==> src/rtl/div_sched.sv <==
// rtl/div_sched.sv - EX-stage sequencer for the shared multi-cycle divider (optional result cache: DIV_SCHED_CACHE_EN)
module div_sched #(
  parameter int TIMEOUT = 64,
  parameter int CNT_W   = 7
) (
  input  logic        clk,
  input  logic        reset,
  input  logic        req_valid,
  output logic        req_ready,
  input  logic        req_mod,
  input  logic        req_signed,
  input  logic [31:0] req_src1,
  input  logic [31:0] req_src2,
  input  logic        flush,
  output logic        div_en,
  output logic [31:0] div_src1,
  output logic [31:0] div_src2,
  output logic        div_signed,
  input  logic [63:0] div_res,
  input  logic        div_res_valid,
  output logic        resp_valid,
  input  logic        resp_ready,
  output logic [31:0] resp_result,
  output logic        busy,
  output logic        div_timeout
);

  typedef enum logic [2:0] {
    S_IDLE  = 3'd0,
    S_ISSUE = 3'd1,
    S_WAIT  = 3'd2,
    S_DONE  = 3'd3,
    S_DRAIN = 3'd4
  } state_t;

  state_t           state;
  state_t           state_nx;
  logic [CNT_W-1:0] cnt;
  logic             mod_q;
  logic [31:0]      res_q;
  logic             accept;
  logic             cnt_hit;
  logic             cache_hit;
  logic             timeout_evt;
  logic             complete;
  logic             cache_inval;

  // A request is only taken in IDLE and never in a flush cycle.
  assign accept      = (state == S_IDLE) & req_valid & ~flush;
  // The wait budget counts from the first cycle after div_en, across WAIT and DRAIN.
  assign cnt_hit     = (cnt == CNT_W'(TIMEOUT - 1));
  assign complete    = (state == S_WAIT) & div_res_valid & ~flush;
  assign cache_inval = flush | timeout_evt;
  assign resp_result = res_q;

`ifdef DIV_SCHED_CACHE_EN
  logic        c_valid;
  logic [31:0] c_src1;
  logic [31:0] c_src2;
  logic        c_signed;
  logic [63:0] c_res;

  assign cache_hit = c_valid & (c_src1 == req_src1) & (c_src2 == req_src2)
                   & (c_signed == req_signed);

  // Remember the last completed operation so a DIV/MOD pair on the same operands runs once.
  always_ff @(posedge clk) begin
    if (!reset) begin
      c_valid  <= 1'b0;
      c_src1   <= '0;
      c_src2   <= '0;
      c_signed <= 1'b0;
      c_res    <= '0;
    end else if (cache_inval) begin
      c_valid <= 1'b0;
    end else if (complete) begin
      c_valid  <= 1'b1;
      c_src1   <= div_src1;
      c_src2   <= div_src2;
      c_signed <= div_signed;
      c_res    <= div_res;
    end
  end
`else
  assign cache_hit = 1'b0;
`endif

  // State register.
  always_ff @(posedge clk) begin
    if (!reset) begin
      state <= S_IDLE;
    end else begin
      state <= state_nx;
    end
  end

  // Next-state and handshake outputs; a result arriving together with flush is simply dropped.
  always_comb begin
    state_nx    = state;
    req_ready   = 1'b0;
    div_en      = 1'b0;
    resp_valid  = 1'b0;
    busy        = 1'b1;
    timeout_evt = 1'b0;
    case (state)
      S_IDLE: begin
        req_ready = 1'b1;
        busy      = 1'b0;
        if (accept) begin
          state_nx = cache_hit ? S_DONE : S_ISSUE;
        end
      end
      S_ISSUE: begin
        div_en   = 1'b1;
        state_nx = flush ? S_DRAIN : S_WAIT;
      end
      S_WAIT: begin
        if (div_res_valid) begin
          state_nx = flush ? S_IDLE : S_DONE;
        end else if (cnt_hit) begin
          timeout_evt = 1'b1;
          state_nx    = S_IDLE;
        end else if (flush) begin
          state_nx = S_DRAIN;
        end
      end
      S_DONE: begin
        resp_valid = ~flush;
        if (flush || resp_ready) begin
          state_nx = S_IDLE;
        end
      end
      S_DRAIN: begin
        if (div_res_valid) begin
          state_nx = S_IDLE;
        end else if (cnt_hit) begin
          timeout_evt = 1'b1;
          state_nx    = S_IDLE;
        end
      end
      default: begin
        state_nx = S_IDLE;
      end
    endcase
  end

  // Operand capture, wait counter, result selection and the sticky timeout flag.
  always_ff @(posedge clk) begin
    if (!reset) begin
      div_src1    <= '0;
      div_src2    <= '0;
      div_signed  <= 1'b0;
      mod_q       <= 1'b0;
      res_q       <= '0;
      cnt         <= '0;
      div_timeout <= 1'b0;
    end else begin
      if (accept) begin
        div_src1   <= req_src1;
        div_src2   <= req_src2;
        div_signed <= req_signed;
        mod_q      <= req_mod;
      end
      if (state == S_ISSUE) begin
        cnt <= '0;
      end else if (state == S_WAIT || state == S_DRAIN) begin
        cnt <= cnt + 1'b1;
      end
      if (complete) begin
        res_q <= mod_q ? div_res[31:0] : div_res[63:32];
      end
`ifdef DIV_SCHED_CACHE_EN
      else if (accept && cache_hit) begin
        res_q <= req_mod ? c_res[31:0] : c_res[63:32];
      end
`endif
      if (timeout_evt) begin
        div_timeout <= 1'b1;
      end
    end
  end

endmodule

==> config.mk <==
export PLATFORM = sky130hd
export DESIGN_NAME = div_sched
export DESIGN_NICKNAME = d
export VERILOG_FILES = /design/src/rtl/div_sched.sv
export SDC_FILE = /design/constraint.sdc
export NUM_CORES = 1
export LEC_CHECK = 0
export CAP_MARGIN = 5
export CORE_MARGIN = 2
export CORE_UTILIZATION = 41
export DETAILED_ROUTE_END_ITERATION = 10
export PLACE_DENSITY = 0.81
export SLEW_MARGIN = 20
export SYNTH_ARGS = -nofsm -noshare
export SYNTH_HDL_FRONTEND = slang
export SYNTH_SLANG_ARGS = --single-unit
export TNS_END_PERCENT = 100
==> constraint.sdc <==
create_clock -name clk -period 2.05 [get_ports clk]
set_input_delay 0.3075 -clock clk [delete_from_list [all_inputs] [get_ports clk]]
set_output_delay 0.3075 -clock clk [all_outputs]
set_load 0.02 [all_outputs]
# Word-level counts from Yosys, hierarchy flattened
# Index checks and enable logic that the tools add are counted.
[classes] n_reduce_logical=6 bitwise_logic=6 n_addsub=1 mux=18 eq_ne=9
[op_table] op="2-to-1 mux 32 bit" n=1
[op_table] op="2-to-1 mux 3 bit" n=8
[op_table] op="one-hot mux 3 bit (5 select lines)" n=1
[op_table] op="adder 7 x 1 -> 7 bit, second input constant" n=1
[op_table] op="== test 7 x 6 -> 1 bit, second input constant" n=1
[op_table] op="2-to-1 mux 1 bit" n=7
[op_table] op="== test 3 x 2 -> 1 bit, second input constant" n=2
[op_table] op="AND 1 bit" n=4
[op_table] op="!= test 2 bit, second input constant" n=2
[op_table] op="!= test 4 bit, second input constant" n=1
[op_table] op="AND reduction 4 bit" n=1
[op_table] op="OR reduction 2 bit" n=2
[op_table] op="== test 3 x 1 -> 1 bit, second input constant" n=1
[op_table] op="== test 3 bit, second input constant" n=1
[op_table] op="logical NOT 3 bit" n=1
[op_table] op="!= test 3 bit, second input constant" n=1
[op_table] op="logical OR 1 bit" n=2
[op_table] op="2-to-1 mux 2 bit" n=1
[op_table] op="inverter 1 bit" n=2
[totals] out_inout_bits=102 reg_bits=109 in_bits=136 elab_cells=48

# Depth between registers and ports, before layout
# Gate-level depths: netlist of the first run.
[depth] word_depth=5 mapped_depth=8 mapped_depth_nobuf=4

# Worst setup path after synthesis of the first run
# OpenSTA, ideal clock, no wires.
[synth_path] path_type="register to register" from="reg state[2]" to="reg div_src2[18]" n_path_buf=3 setup_time_ns=0.124 t_arrival_ns=1.445 setup_slack_ns=0.481 period_less_slack_ns=1.569 path_stages_with_launch=7 required_ns=1.926 path_cell_list="dfxtp_1 buf_6 or3_4 buf_6 clkbuf_1 o21ai_0 a21boi_0"
[synth_between] elab_chain_len=3
[synth_rtl] element="start, declared" line_no="36" text="state_t state;"
[synth_rtl] element="start signal, assigned" line_no="93" text="state <= state_nx;"
[synth_rtl] element="logical NOT 3 bit" line_no="49" text="assign accept = (state == S_IDLE) & req_valid & ~flush;"
[synth_rtl] element="AND 1 bit (2 in a row)" line_no="49"
[synth_rtl] element="end signal, assigned" line_no="160" text="div_src2 <= req_src2;"
[synth_rtl] element="end, declared" line_no="17" text="output logic [31:0] div_src2,"
# Every way passes these cells.
# A chain may end at the register's enable or synchronous reset.

# Final worst setup path of the first run
[layout_path] from="reg state[0]" to="out req_ready"
[layout_between] elab_chain_len=2
[layout_rtl] element="logical NOT 3 bit" line_no="105" text="case (state)"
[layout_rtl] element="2-to-1 mux 1 bit" line_no="105"
[layout_rtl] element="end, declared" line_no="9" text="output logic req_ready,"
# Every way passes these cells.

==> results.ini, run 1 <==
[status]
outcome = finished clean

[setup_path]
critPathMaxFanout = 17
reg2reg_to = div_src1[6]
worst-path-buf-inv = 3
crit_start = state[0]
crit_arrival_ns = 1.62
r2r_setup_slack_ns = 0.23
critPathTopFamily = buffers and inverters
cpPeakStageDelay_ns = 0.41
cp.required_ns = 1.74
path_cells = buf_4 > or3_4 > clkinv_4 > dlygate4sd2_1
r2r-start = state[0]
crit_path_end_kind = output port
critical_path_class = register to output port
reg2reg_depth = 6
path_depth = 4
crit_end = req_ready
cp_slowest_cell = or3_4
cp-start-kind = register

[timing]
setup_violations = 0
fmax_mhz = 518
rsz0062_at_grt = no
layout_setup_ws_ns = 0.119
fin_tns_setup_ns = 0
worstMarginPinSlew_ns = 0.719
fin_worst_skew_ns = 0.00471
drv_slew = 0
max_slew_margin_pct = 51.7
hold_violations = 0
fin_crit_sh_pct = 94.2
post-route-min-period_ns = 1.93

[clock_network]
cts.sinks = 109
cts_tree = done
h-tree-depth = 3
numCtsBuffers = 9
clk_pin_slew_ns = 0.07
ctsRootBufferMaster = clkbuf_16
cts_buffer_depth = 2
postCtsSetupBuffers = 0
clkLatencyLatePin_ns = 0.33

[die]
die_h_um = 114
start_util_pct = 41.5
die_area_um2 = 13000
fp.dieW_um = 114
rows = 40
core_um2 = 11900
io_pins = 238

[routing]
ant_nets = 0
viasPerCell = 5.48
vias = 4995
wl_per_cell_um = 16.3
drt-total-wl_um = 14900
firstDrtPassIters = 4
drc = 0
drtIter0Drc = 414

[global_route]
grt.total_usage_pct = 21.8
antenna_found_initial = 0
grt_pass1_wl_um = 23100
grt_pass1_vias = 4814
grt-ovfl-total = 0
grt_max_degree = 67

[logic_synthesis]
netlist_instances = 558
synth_seq_cells = 109
syn-cell-area_um2 = 4950
yosysWarnings = 0
synth.avg_cell_area_um2 = 8.86
syn_nets = 695
synth_cell_types = 39
async_flop_share_pct = 0
synth_enable_flop_cells = 0
synthFlopType = dfxtp_1
ys_seq_area_share_pct = 44.1

[placed_design]
io_buffer_count = 237
dp_hpwl_um = 10700
place.gp.congestion = 0.834
dpl_worst_slack_ns = 0.120

[pwr]
p_comb_share_pct = 18.0
internal_power_mw = 3.64
clock_power_share_pct = 36.1
peakVddDrop_uv = 354
pwr-share-seq_pct = 46.0
powerDensity_nw_per_um2 = 630
p_sw_mw = 1.20
p_leak_nw = 2.58
swShare_pct = 24.8

[finish]
finalNetCount = 897
area_growth_pct = 55.3
antenna_cells = 0
drive_gt1_share_pct = 5.23

[worst_hold_path]
hold_class = register to register
hold_start = div_src1[25]

[flow_run]
drv_cap = 0

-- cells in the mapped netlist (4+ instances only) --
library cell / number / share of area (%)
a21boi_0: 66 / 10
buf_6: 5 / 1.1
buf_4: 4 / 0.61
a21boi_1: 32 / 4.9
dfxtp_1: 109 / 44
mux2i_1: 34 / 6.9
nand3_1: 70 / 7.1
o21ai_0: 101 / 10
buf_2: 5 / 0.51
nand2_1: 7 / 0.53
clkbuf_1: 47 / 3.6
a21oi_1: 6 / 0.61
or3_1: 34 / 4.3
inv_1: 4 / 0.30
-- power by group through the flow --
stage / combinational [mW] / sequential, mW / clock [mW]
after floorplan: 0.322 / 2.35 / 0
after global placement: 0.857 / 2.27 / 0
after detailed placement: 0.871 / 2.27 / 0
after CTS: 0.871 / 2.23 / 1.79
after global routing: 0.928 / 2.23 / 1.89
final: 0.870 / 2.23 / 1.75
-- flip-flops by register name, summed over array words and instances (netlist names) --
name         flops
div_src1        32
div_src2        32
resp_result     32
cnt              7
state            3
div_signed       1
div_timeout      1
mod_q            1
-- cell families (layout without fill, tap and decap cells) --
kind of cell,Yosys count,in the layout,synth area share [%]
DFF,109,109,44.1
buffers and inverters,67,274,6.60
adders and majority gates,1,1,0.253
xor gates and xnor gates,2,2,0.354
AOI/OAI and AO/OA,213,213,27.0
and+or+nand+nor,132,132,14.8
muxes,34,34,6.88
-- stage by stage --
stage,total power [mW],utilization (%),cells,hold slack [ns],area [µm²]
final,4.84,64.5,912,0.473,7680
after global routing,5.05,64.5,912,0.492,7680
after CTS,4.89,64.4,912,0.470,7670
after detailed placement,3.15,61.9,896,0.465,7380
after global placement,3.13,61.9,896,0.459,7380
after floorplan,2.67,-,558,0.452,4950
-- per-layer routing --
layer,track usage (%),vias up,wire length [µm]
met5,0,-,0
met4,8.46,0,411
met3,5.84,33,1280
met2,38.2,231,7150
met1,25.4,2318,6040
li1,-,2413,-
-- cell usage in the layout (no fill, tap or decap), types with 2 or more instances in the layout --
master / count
or3_1: 34
o31ai_1: 3
nand3_1: 70
buf_12: 4
nor3_1: 2
clkinvlp_4: 2
mux2i_1: 34
clkbuf_16: 9
nand2_1: 7
dfxtp_1: 108
a21oi_1: 6
clkdlybuf4s50_1: 231
a21boi_0: 66
buf_2: 2
a21boi_1: 32
or4_1: 3
buf_4: 11
o21ai_0: 101
nor2_1: 3
dlygate4sd2_1: 3
nor4_1: 2
inv_1: 4
-- worst min path at each step --
stage,to,slack (ns),depth (start not counted)
2_1_floorplan,cnt[5],0.45,2
3_3_place_gp,resp_result[10],0.46,2
3_5_place_dp,div_src1[25],0.46,2
4_1_cts,resp_result[4],0.47,2
5_1_grt,resp_result[25],0.49,2
6_report,div_src1[25],0.47,2
-- cell type report --
| cell class | instances | area (µm²) |
|---|---|---|
| Clock buffer | 11 | 243 |
| Clock inverter | 5 | 58.8 |
| Fill cell | 966 | 4230 |
| Inverter | 5 | 23.8 |
| Multi-Input combinational cell | 382 | 2450 |
| Sequential cell | 109 | 2180 |
| Tap cell | 147 | 184 |
| Timing Repair Buffer | 253 | 2530 |
-- tightest hold or removal path, cell delays in order, from the launching register on --
cell      delay [ns]
dfxtp_1         0.31
o21ai_0         0.06
a21boi_1        0.06
-- repair_timing --
action                                 CTS  global route
hold buffers                             0             0
resized for setup                        3             2
gates cloned                             0             0
endpoints found under the hold margin    0             0
setup endpoints to repair                3             4
No activity file was read; power rests on OpenSTA's default activity.
==> run 2: changes to the inputs <==
Settings changed: CORE_UTILIZATION 41 to 42, CTS_BUF_LIST set to sky130_fd_sc_hd__clkbuf_8, PLACE_DENSITY 0.81 to 0.82.
==> run 2 against run 1 <==
Non-clock buffer count unchanged; register-to-register slack improved by 0.08 ns; setup slack got worse by 0.048 ns; cell area decreased by 1.2%; critical path depth unchanged; total power decreased by 7.9%; wire length increased by 0.61%; clock skew increased by 0.0045 ns; combinational power increased by 0.8%.
==> results.ini, run 2 (synthesis gave the netlist of run 1 again) <==
[clock_network]
clkLatencyLatePin_ns = 0.37  ; was 0.33 ns
cts_tree = done  ; unchanged
ctsResizeCount = 4  ; was 3
ctsRootBufferMaster = clkbuf_8  ; was clkbuf_16
clk_pin_slew_ns = 0.10  ; was 0.07 ns
cts_buffer_depth = 2  ; unchanged
cts.sinks = 109  ; unchanged
postCtsSetupBuffers = 0  ; unchanged
ctsHoldBuffers = 0  ; unchanged
h-tree-depth = 3  ; unchanged
numCtsBuffers = 9  ; unchanged

[routing]
firstDrtPassIters = 5  ; was 4
ant_nets = 0  ; unchanged
viasPerCell = 5.48  ; about the same
drt-total-wl_um = 15000  ; was 14,900 µm
drc = 0  ; unchanged
wl_per_cell_um = 16.5  ; was 16.3 µm
drtIter0Drc = 372  ; was 414
vias = 4973  ; was 4,995

[timing]
setup_violations = 0  ; unchanged
fmax_mhz = 505  ; was 518 MHz
worstMarginPinSlew_ns = 0.761  ; was 0.719 ns
post-route-min-period_ns = 1.98  ; was 1.93 ns
fin_crit_sh_pct = 96.6  ; was 94.2%
rsz0062_at_grt = no  ; unchanged
max_slew_margin_pct = 48.9  ; was 51.7%
fin_worst_skew_ns = 0.00917  ; was 0.00471 ns
fin_tns_setup_ns = 0  ; unchanged
hold_violations = 0  ; unchanged
drv_slew = 0  ; unchanged

[worst_hold_path]
hold_class = input pin to register  ; was register to register

[pwr]
peakVddDrop_uv = 396  ; was 354 µV
powerDensity_nw_per_um2 = 587  ; was 630 nW/µm²
p_total_mw = 4.46  ; was 4.84 mW
p_leak_nw = 2.53  ; was 2.58 nW

[setup_path]
crit_arrival_ns = 1.67  ; was 1.62 ns
critical_path_class = register to output port  ; unchanged
critPathMaxFanout = 11  ; was 17
crit_path_end_kind = output port  ; unchanged
cp-start-kind = register  ; unchanged
cp.required_ns = 1.74  ; about the same

[finish]
n_fill_cell = 919  ; was 966
stdcell_area_um2 = 7590  ; was 7680 µm²
finalNetCount = 897  ; unchanged
multiInputGateArea_um2 = 2450  ; unchanged
antenna_cells = 0  ; unchanged
area_growth_pct = 53.5  ; was 55.3%
drive_gt1_share_pct = 5.23  ; unchanged
register_area_um2 = 2180  ; unchanged
final_util_pct = 66.2  ; was 64.5%
layout_common_cells = clkdlybuf4s50_1 (231), dfxtp_1 (108), o21ai_0 (101)  ; unchanged
final_common_cell = clkdlybuf4s50_1  ; unchanged

[status]
outcome = finished clean  ; unchanged

[global_route]
grt_pass1_vias = 4854  ; was 4,814
grt_pass1_wl_um = 24000  ; was 23,100 µm
grt-ovfl-total = 0  ; unchanged
grt_max_degree = 72  ; was 67
antenna_found_initial = 0  ; unchanged
grt.total_usage_pct = 23.2  ; was 21.8%

[placed_design]
dp_hpwl_um = 10700  ; about the same
place.gp.congestion = 0.877  ; was 0.834
io_buffer_count = 237  ; unchanged
dpl_cell_area_um2 = 7380  ; about the same

[die]
rows = 39  ; was 40
core_um2 = 11500  ; was 11,900 µm²
die_h_um = 113  ; was 114 µm
io_pins = 238  ; unchanged
die_area_um2 = 12700  ; was 13,000 µm²
fp.dieW_um = 113  ; was 114 µm
start_util_pct = 43.1  ; was 41.5%

[flow_run]
drv_cap = 0  ; unchanged

==> run 2: critical path, cell delays in order, from the launching register on <==
cell,delay (ns)
dfxtp_1,0.34
buf_4,0.17
or3_4,0.40
clkinv_4,0.07
dlygate4sd2_1,0.32
==> run 2: routing by layer <==
layer,vias to the layer above,share of wire (%),global-route usage [%]
met5,-,0,0
met1,2325,40,27.1
met2,211,50,41.4
met3,27,7.4,5.35
met4,0,2.4,8.62
li1,2410,-,-
==> run 2: power breakdown <==
group | total (mW) | leakage (nW) | internal, mW | switching (mW)
combinational | 0.877 | 1.54 | 0.476 | 0.402
sequential | 2.22 | 0.885 | 2.19 | 0.0339
clock | 1.36 | 0.110 | 0.659 | 0.699
total | 4.46 | 2.53 | 3.32 | 1.14
==> run 2: through the flow <==
stage | setup slack, ns | std cells | hold slack (ns)
5_1_grt | 0.00945 | 908 | 0.394
4_1_cts | 0.0583 | 908 | 0.372
2_1_floorplan | 0.481 | 558 | 0.452
3_3_place_gp | 0.224 | 892 | 0.458
3_5_place_dp | 0.175 | 892 | 0.465
6_report | 0.0705 | 908 | 0.391
==> run 2: path summary, 6_finish.rpt <==
check                             startpoint  slack (ns)  cells after the start        endpoint
worst min-delay path                   reset        0.39                      2  resp_result[1]
worst max-delay path                state[0]        0.07                      4       req_ready
worst min register to register  div_src1[27]        0.48                      2    div_src1[27]
worst max register to register      state[0]        0.31                      5     div_src1[3]
==> run 2: final cells by class <==
| cell class | instances | share of cell area, % |
|---|---|---|
| Clock buffer | 12 | 2.18 |
| Clock inverter | 4 | 0.610 |
| Inverter | 5 | 0.313 |
| Multi-Input combinational cell | 382 | 32.3 |
| Sequential cell | 109 | 28.8 |
| Tap cell | 143 | 2.36 |
| Timing Repair Buffer | 253 | 33.5 |
